==> src/rtl/dapa_pkg.sv <==
// Shared definitions for the DAPA core: default widths, instruction fields,
// opcodes and the fetch-unit state encoding.
package dapa_pkg;

  localparam int DEF_ADDR_W = 8;
  localparam int DEF_DATA_W = 16;
  localparam int CNT_W      = 16;

  // Instruction word layout: [15:11] opcode, [10:8] Rf, [7:0] operand
  localparam int OPC_MSB  = 15;
  localparam int OPC_LSB  = 11;
  localparam int RF_MSB   = 10;
  localparam int RF_LSB   = 8;
  localparam int OPND_MSB = 7;
  localparam int OPND_LSB = 0;

  localparam logic [4:0] OP_LDI  = 5'b11111;
  localparam logic [4:0] OP_STS  = 5'b00010;
  localparam logic [4:0] OP_LDS  = 5'b00011;
  localparam logic [4:0] OP_STOP = 5'b10111;

  typedef enum logic {
    ST_RUN  = 1'b0,
    ST_HALT = 1'b1
  } fetch_state_e;

  function automatic logic is_stop(input logic [DEF_DATA_W-1:0] word);
    return word[OPC_MSB:OPC_LSB] == OP_STOP;
  endfunction

endpackage

==> src/rtl/fetch_unit_if.sv <==
// Bundle between the fetch unit, program memory and execute stage.
// The fetch unit takes the master modport; memory/execute side takes slave.
interface fetch_unit_if
  import dapa_pkg::*;
#(
  parameter int ADDR_W = DEF_ADDR_W,
  parameter int DATA_W = DEF_DATA_W
);

  logic [ADDR_W-1:0] mem_addr;
  logic [DATA_W-1:0] mem_data;
  logic [DATA_W-1:0] ir;
  logic              ir_valid;
  logic              ir_ready;
  logic              jump_en;
  logic [ADDR_W-1:0] jump_addr;
  logic              resume;
  logic [ADDR_W-1:0] pc;
  logic              halted;
  logic [CNT_W-1:0]  fetch_count;

  modport master (
    output mem_addr, ir, ir_valid, pc, halted, fetch_count,
    input  mem_data, ir_ready, jump_en, jump_addr, resume
  );

  modport slave (
    input  mem_addr, ir, ir_valid, pc, halted, fetch_count,
    output mem_data, ir_ready, jump_en, jump_addr, resume
  );

endinterface

==> src/rtl/fetch_unit.sv <==
// Instruction fetch stage: single-entry IR with ready/valid handoff, jump
// redirect, STOP/resume halt control. Optional FETCH_COUNT_EN adds a
// saturating capture counter.
module fetch_unit
  import dapa_pkg::*;
#(
  parameter int ADDR_W = DEF_ADDR_W,
  parameter int DATA_W = DEF_DATA_W
) (
  input logic         clk,
  input logic         reset,
  fetch_unit_if.master bus
);

  fetch_state_e      state_q, state_d;
  logic [ADDR_W-1:0] pc_q, pc_d;
  logic [DATA_W-1:0] ir_q, ir_d;
  logic              ir_valid_q, ir_valid_d;
  logic              halted_q, halted_d;
  logic              capture;

  // A new word may enter the IR only while running, not redirecting, and
  // when the current IR is either empty or being consumed this cycle.
  assign capture = (state_q == ST_RUN) && !bus.jump_en &&
                   (!ir_valid_q || bus.ir_ready);

  // NOTE: every _d gets its default first so no path leaves it unassigned
  // (which would infer a latch); blocking '=' is correct in always_comb.
  always_comb begin
    state_d    = state_q;
    pc_d       = pc_q;
    ir_d       = ir_q;
    ir_valid_d = ir_valid_q;

    if (bus.jump_en) begin
      pc_d       = bus.jump_addr;
      ir_valid_d = 1'b0;
      state_d    = ST_RUN;
    end else if (capture) begin
      ir_d       = bus.mem_data;
      ir_valid_d = 1'b1;
      pc_d       = pc_q + ADDR_W'(1);
      if (is_stop(bus.mem_data)) state_d = ST_HALT;
    end else begin
      if (ir_valid_q && bus.ir_ready) ir_valid_d = 1'b0;
      if (state_q == ST_HALT && bus.resume) state_d = ST_RUN;
    end

    halted_d = (state_d == ST_HALT);
  end

  // NOTE: sequential state uses non-blocking '<=' so every flop samples the
  // pre-edge values regardless of statement order.
  always_ff @(posedge clk) begin
    if (reset) begin
      state_q    <= ST_RUN;
      pc_q       <= '0;
      ir_q       <= '0;
      ir_valid_q <= 1'b0;
      halted_q   <= 1'b0;
    end else begin
      state_q    <= state_d;
      pc_q       <= pc_d;
      ir_q       <= ir_d;
      ir_valid_q <= ir_valid_d;
      halted_q   <= halted_d;
    end
  end

`ifdef FETCH_COUNT_EN
  logic [CNT_W-1:0] count_q, count_d;

  always_comb begin
    count_d = count_q;
    if (capture && count_q != {CNT_W{1'b1}}) count_d = count_q + CNT_W'(1);
  end

  always_ff @(posedge clk) begin
    if (reset) count_q <= '0;
    else       count_q <= count_d;
  end

  assign bus.fetch_count = count_q;
`else
  assign bus.fetch_count = '0;
`endif

  assign bus.mem_addr = pc_q;
  assign bus.pc       = pc_q;
  assign bus.ir       = ir_q;
  assign bus.ir_valid = ir_valid_q;
  assign bus.halted   = halted_q;

endmodule

==> src/flat_wrapper.sv <==
// flat-port wrapper written by rule: the top's interface ports become plain ports
module fetch_unit_flat import dapa_pkg::*;
#(
  parameter int ADDR_W = DEF_ADDR_W,
  parameter int DATA_W = DEF_DATA_W
)
  (clk, reset, bus_mem_addr, bus_ir, bus_ir_valid, bus_pc, bus_halted, bus_fetch_count, bus_mem_data, bus_ir_ready, bus_jump_en, bus_jump_addr, bus_resume);
  fetch_unit_if #(.ADDR_W(ADDR_W), .DATA_W(DATA_W)) bus_i ();
  input logic clk;
  input logic reset;
  output wire logic [$bits(bus_i.mem_addr)-1:0] bus_mem_addr;
  output wire logic [$bits(bus_i.ir)-1:0] bus_ir;
  output wire logic [$bits(bus_i.ir_valid)-1:0] bus_ir_valid;
  output wire logic [$bits(bus_i.pc)-1:0] bus_pc;
  output wire logic [$bits(bus_i.halted)-1:0] bus_halted;
  output wire logic [$bits(bus_i.fetch_count)-1:0] bus_fetch_count;
  input wire logic [$bits(bus_i.mem_data)-1:0] bus_mem_data;
  input wire logic [$bits(bus_i.ir_ready)-1:0] bus_ir_ready;
  input wire logic [$bits(bus_i.jump_en)-1:0] bus_jump_en;
  input wire logic [$bits(bus_i.jump_addr)-1:0] bus_jump_addr;
  input wire logic [$bits(bus_i.resume)-1:0] bus_resume;
  assign bus_mem_addr = bus_i.mem_addr;
  assign bus_ir = bus_i.ir;
  assign bus_ir_valid = bus_i.ir_valid;
  assign bus_pc = bus_i.pc;
  assign bus_halted = bus_i.halted;
  assign bus_fetch_count = bus_i.fetch_count;
  assign bus_i.mem_data = bus_mem_data;
  assign bus_i.ir_ready = bus_ir_ready;
  assign bus_i.jump_en = bus_jump_en;
  assign bus_i.jump_addr = bus_jump_addr;
  assign bus_i.resume = bus_resume;
  fetch_unit #(.ADDR_W(ADDR_W), .DATA_W(DATA_W)) u_core (.clk(clk), .reset(reset), .bus(bus_i));
endmodule
==> config.mk <==
export PLATFORM = sky130hd
export DESIGN_NAME = fetch_unit_flat
export DESIGN_NICKNAME = d
export VERILOG_FILES = /design/src/rtl/dapa_pkg.sv /design/src/rtl/fetch_unit_if.sv /design/src/rtl/fetch_unit.sv /design/src/flat_wrapper.sv
export SDC_FILE = /design/constraint.sdc
export NUM_CORES = 1
export LEC_CHECK = 0
export CAP_MARGIN = 20
export CORE_MARGIN = 10
export CORE_UTILIZATION = 32
export DETAILED_ROUTE_END_ITERATION = 12
export PLACE_DENSITY_LB_ADDON = 0.08
export SETUP_SLACK_MARGIN = 0.05
export SLEW_MARGIN = 0
export SYNTH_ARGS = -nofsm -noshare
export SYNTH_HDL_FRONTEND = slang
export SYNTH_SLANG_ARGS = --single-unit
==> constraint.sdc <==
create_clock -name clk -period 3.25 [get_ports clk]
set_clock_uncertainty 0.15 [all_clocks]
set_input_delay 0.4875 -clock clk [delete_from_list [all_inputs] [get_ports clk]]
set_output_delay 0.4875 -clock clk [all_outputs]
set_load 0.02 [all_outputs]
==> results of run 1 <==
## metrics by stage
step | worst slack (ns) | total power [W] | utilization
3_5_place_dp | 0.7518 | 0.0005733 | 0.4619
6_report | 0.9585 | 0.0008340 | 0.4795
3_3_place_gp | 0.8294 | 0.0005709 | 0.4619
2_1_floorplan | 1.593 | 0.0004988 | -
4_1_cts | 0.9269 | 0.0008451 | 0.4795
5_1_grt | 0.8495 | 0.0008728 | 0.4795
## cell usage in the layout, fill, tap and decap left out
cell type,count
a211oi_1,1
a21oi_1,8
buf_4,2
bufinv_16,1
clkbuf_8,3
clkdlybuf4s50_1,62
conb_1,16
dfxtp_1,26
ha_1,1
inv_1,8
mux2i_1,16
nand2_1,1
nand3_1,3
nand4_1,2
nor2_1,17
nor2b_1,1
nor2b_2,2
nor3_1,4
nor3_4,1
nor3b_1,1
nor4_1,1
nor4_2,2
nor4b_2,2
o21a_1,8
xor2_1,7
## kinds of logic after synthesis
| logic type | Yosys count |
|---|---|
| mux | 16 |
| buf+inv | 40 |
| flops | 26 |
| fa+ha+maj | 1 |
| other cells | 1 |
| simple gates | 37 |
| xor+xnor | 7 |
| compound gates | 17 |
## layer usage
metal	routed length, um	up-vias	GRT usage
met4	13	0	0.02246
li1	-	542	-
met2	1592	45	0.1478
met5	0	-	0
met1	1658	459	0.1202
met3	355	2	0.04111
## registers in the layout, summed over array words and instances (netlist names)
signal               flops
u_core.state_q           1
u_core.bus.ir_valid      1
u_core.bus.ir           16
u_core.bus.mem_addr      8
## where the power goes
group / internal [W] / switching (W) / total (W)
Sequential: 0.000339 / 0.0000180 / 0.000357
Clock: 0.000165 / 0.000105 / 0.000270
Combinational: 0.000104 / 0.000103 / 0.000207
## path summary, 6_finish.rpt
| check | from | to | slack (ns) | cells after the start |
|---|---|---|---|---|
| setup / recovery | u_core.state_q$_SDFFE_PP0P_ | bus_halted | 0.96 | 1 |
| hold / removal | u_core.bus.ir[11]$_SDFFE_PP0P_ | u_core.bus.ir[11]$_SDFFE_PP0P_ | 0.35 | 2 |
| setup reg to reg | u_core.state_q$_SDFFE_PP0P_ | u_core.bus.ir[3]$_SDFFE_PP0P_ | 1.30 | 3 |
| hold reg to reg | u_core.bus.ir[11]$_SDFFE_PP0P_ | u_core.bus.ir[11]$_SDFFE_PP0P_ | 0.35 | 2 |
## area by class of cell
type,instances,area share
Multi-Input combinational cell,94,0.3215
Tap cell,50,0.03215
Timing Repair Buffer,64,0.3267
Clock buffer,3,0.02122
Inverter,8,0.01543
Sequential cell,26,0.2675
Clock inverter,1,0.01543
==> metrics.yaml, run 1 <==
status:
  status: "finished, final reports clean"
routing:
  average_wire_length_per_cell_after_detail_routing_um: 14.71
  dr.first_iter.drc_count: 55
  detail_route.first_pass.iterations: 4
  detail_route.drc_violations: 0
  detailroute.via_count: 1048
  finalWirelength_um: 3618
  drt.antenna.violating_nets: 0
  route.detailed.vias_per_inst: 4.260
clock_tree:
  number_of_h_tree_branching_levels: 1
  cts_inserted_buffers: 3
  clk-insertion-delay-late_ns: 0.27
  clk_pin_slew_worst_paths_ns: 0.09
  cts-root-to-sink-buffers: 2
  cts_tree: "built"
  cts_post_setup_buffers_inserted: 0
  cts_resized: 0
  hold_buf_count_cts: 0
  cts-root-buf: "clkbuf_8"
  tritoncts_sink_count: 26
placed_design:
  io_buffer_count: 62
  hpwl_um: 2871
  post-place-cells: 242
  placed_cell_area_sq_um: 1874
  place_congestion: 0.6874
floorplanning:
  io-pin-count: 79
  rows: 23
  initial_core_util: 0.3358
  dieWidth_um: 85.26
  fp.dieArea_sq_um: 7268
  core_area_sq_um: 4058
  die_y_um: 85.26
pwr:
  leakage_nw: 0.8191
  ir_drop_mv: 0.2571
  total_power_divided_by_cell_area_nw_per_um2: 428.6
global_route:
  initial_antenna_violation_count: 0
  grt_usage: 0.09602
  grt_first_pass_wirelength_um: 5885
  grt_max_degree: 27
  number_of_global_route_vias_before_repair: 1148
  grt_remaining_overflow: 0
synthesis:
  synth_top_cell_area_share: 0.3820
  ys_dominant_reg_cell: "dfxtp_1"
  post_synth_mux_area_share: 0.1175
  synth_edf_count: 0
  synth.most_common_cell: "dfxtp_1"
  post_synth_most_frequent_cells: "dfxtp_1 (26), buf_4 (25), nor2_1 (17), mux2i_1 (16)"
  synth-simple-area-share: 0.1644
  synth_compound_area_frac: 0.07897
  seq_area_frac_synth: 0.3820
  main_combinational_cell_family_by_area_after_synthesis: "buffers and inverters"
  syn-instance-count: 145
  synth_warnings: 0
  syn-mean-instance-area_sq_um: 9.397
  synthAdderAreaFrac: 0.009183
  synth_top_cells_by_area: "dfxtp_1 (38%), buf_4 (14%), mux2i_1 (12%)"
  synth.ff_latch_count: 26
  netlist.top_cell.by_area: "dfxtp_1"
  fraction_of_synthesis_flops_using_an_asynchronous_set_or_reset_pin: 0
  netlist-cell-type-count: 26
  synth_xor_area_frac: 0.04500
  mappedNetlistArea_sq_um: 1363
critical_path:
  worst_path_dominant_cell_family: "buffers and inverters"
  max_stage_delay_ns: 0.72
  crit_path_max_delay_cell_type: "clkdlybuf4s50_1"
  critPathRequiredTime_ns: 2.61
  category_of_the_worst_setup_path_capture_point: "output port"
  critPathBufInv: 1
  timing.critical_path.cells: "clkdlybuf4s50_1"
  setup.worst_path.start_class: "flip-flop"
  path_class: "reg -> out"
  critical_path.max_fanout: 13
  timing.critical_path.arrival_ns: 1.65
finish:
  layout.cell_area.non_filler_sq_um: 1946
  ant_diodes: 0
  finalNonFillerCells: 246
  layout.nets: 227
  final_layout_size_suffix_gt1_frac: 0.06633
  final-seq-area_sq_um: 520.5
  area.growth.synth_to_final_pct: 42.79
  multiInputGateArea_sq_um: 625.6
  layout.filler_cells: 410
min_path:
  hp-class: "reg -> reg"
timing:
  report.final.hold_viol_count: 0
  hold_ws_ns: 0.3501
  fmax_mhz: 436.4
  final-max-slew-violation-count: 0
  timing.final.setup_violations: 0
  final.period_utilization: 0.7051
  final.min_clock_period_ns: 2.291
  worst_slew_pin_slew_ns: 0.9641
  slew_headroom: 0.3552
  rsz_0062_raised_after_global_routing: "false"
  tns_ns: 0
job:
  drv_cap: 0
Note: power is estimated with default switching activity, not from simulation.
==> run 2: changes to the inputs <==
clock period = 2.3 ns   (was 3.25 ns; I/O delays follow)
==> metrics.yaml, run 2 (synthesis results as in run 1) <==
finish:
  largest_register_ffs: 16
  ant_diodes: 0
  most_common_library_cell_in_the_layout_ignoring_fill_and_taps: "clkdlybuf4s50_1"
  final_layout_size_suffix_gt1_frac: 0.07576
  top_library_cells_by_usage_in_the_layout_fill_and_taps_aside: "clkdlybuf4s50_1 (62), dfxtp_1 (26), nor2_1 (17)"
  layout.filler_cells: 409
  multiInputGateArea_sq_um: 625.6
  area.growth.synth_to_final_pct: 43.16
  layout.nets: 230
  final-seq-area_sq_um: 520.5
  finalNonFillerCells: 248
clock_tree:
  cts_resized: 0
  tritoncts_sink_count: 26
  cts_tree: "built"
  number_of_h_tree_branching_levels: 1
  cts-root-to-sink-buffers: 2
  hold_buf_count_cts: 0
  cts_post_setup_buffers_inserted: 0
  cts-root-buf: "clkbuf_8"
  cts_inserted_buffers: 3
  clk-insertion-delay-late_ns: 0.26
  clk_pin_slew_worst_paths_ns: 0.09
global_route:
  grt_first_pass_wirelength_um: 5961
  grt_max_degree: 27
  grt_usage: 0.09786
  number_of_global_route_vias_before_repair: 1155
  grt_remaining_overflow: 0
  initial_antenna_violation_count: 0
critical_path:
  critPathRequiredTime_ns: 1.80
  path_class: "reg -> out"
  internal_reg_to_reg_setup_slack_ns: 0.77
  worst_path_dominant_cell_family: "buffers and inverters"
  setup.worst_path.start_class: "flip-flop"
  critPathBufInv: 1
  critical_path_depth: 1
  max_stage_delay_ns: 0.66
  timing.critical_path.cells: "clkdlybuf4s50_1"
  rr_startpoint: "u_core.bus.ir_valid$_SDFFE_PP0P_"
  crit_path_max_delay_cell_type: "clkdlybuf4s50_1"
  worst_r2r_path_depth: 6
  timing.critical_path.arrival_ns: 1.38
  category_of_the_worst_setup_path_capture_point: "output port"
  r2r-end: "u_core.bus.ir[6]$_SDFFE_PP0P_"
  critical_path.max_fanout: 7
min_path:
  start_point_of_the_worst_min_delay_path: "u_core.bus.ir[2]$_SDFFE_PP0P_"
  hp-class: "reg -> reg"
  min_delay_path_depth: 2
  timing.hold.worst_endpoint: "u_core.bus.ir[2]$_SDFFE_PP0P_"
timing:
  tns_ns: 0
  final-max-slew-violation-count: 0
  final.period_utilization: 0.8171
  report.final.hold_viol_count: 0
  rsz_0062_raised_after_global_routing: "false"
  timing.final.setup_violations: 0
  fmax_mhz: 532.1
  final.min_clock_period_ns: 1.879
routing:
  dr.first_iter.drc_count: 15
  finalWirelength_um: 3602
  detail_route.drc_violations: 0
  drt.antenna.violating_nets: 0
  average_wire_length_per_cell_after_detail_routing_um: 14.52
  detail_route.first_pass.iterations: 4
  route.detailed.vias_per_inst: 4.363
  detailroute.via_count: 1082
pwr:
  seq_power_share: 0.478
  switching_share_of_power: 0.2894
  comb_power_share: 0.285
  total_power_divided_by_cell_area_nw_per_um2: 539.8
  switching_power_of_the_nets_w: 0.0003047
  clockPowerShare: 0.237
  internal_power_w: 0.0007481
  leakage_nw: 0.8249
  ir_drop_mv: 0.2173
status:
  status: "finished, final reports clean"
floorplanning:
  dieWidth_um: 85.26
  die_y_um: 85.26
  io-pin-count: 79
  initial_core_util: 0.3358
  fp.dieArea_sq_um: 7268
  core_area_sq_um: 4058
  rows: 23
job:
  drv_cap: 0
placed_design:
  hpwl_um: 2916
  place_congestion: 0.7035
  io_buffer_count: 62
  post-place-cells: 245
run 2: cell count changes in the layout (fill, tap and decap cells not counted):
cell       change
buf_4          +2
bufinv_16      -1
buf_12         +1
run 2: through the flow:
stage                 util  area (sq um)  setup slack, ns  hold WS [ns]   power, W
floorplan                -          1419           0.7515        0.3422  0.0007048
global placement    0.4706          1909           0.3942        0.3221  0.0008122
detailed placement  0.4706          1909           0.3338        0.3356  0.0008169
CTS                 0.4807          1951           0.3997        0.3603   0.001079
global route        0.4807          1951           0.3600        0.3848   0.001114
finish              0.4807          1951           0.4207        0.3537   0.001053
run 2: worst max path at each step:
stage	slack, ns	startpoint	to
after CTS	0.40	u_core.bus.mem_addr[2]$_SDFFE_PP0P_	bus_mem_addr[2]
after global placement	0.39	bus_ir_ready	u_core.bus.ir[2]$_SDFFE_PP0P_
after floorplan	0.75	u_core.bus.ir_valid$_SDFFE_PP0P_	u_core.bus.ir[0]$_SDFFE_PP0P_
final	0.42	u_core.bus.mem_addr[2]$_SDFFE_PP0P_	bus_mem_addr[2]
after global routing	0.36	u_core.bus.mem_addr[2]$_SDFFE_PP0P_	bus_mem_addr[2]
after detailed placement	0.33	bus_ir_ready	u_core.bus.ir[6]$_SDFFE_PP0P_
run 2: cell type report:
cell class,instances,share of cell area
well taps,50,0.03207
clock buffers,3,0.02117
repair buffers,67,0.3438
flip-flops and latches,26,0.2668
multi-input cells,94,0.3207
inverters,8,0.01539
run 2: routing by layer:
metal / GRT usage / share of wire
met1: 0.1205 / 0.44
met2: 0.1526 / 0.46
met4: 0.02246 / 0.0061
met5: 0 / 0
met3: 0.04302 / 0.094
run 2: power by group through the flow:
stage               clock network [W]  registers (W)  logic (W)
floorplan                           0       0.000547   0.000157
global placement                    0       0.000514   0.000298
detailed placement                  0       0.000515   0.000302
CTS                          0.000271       0.000504   0.000304
global route                 0.000282       0.000509   0.000324
finish                       0.000250       0.000504   0.000300
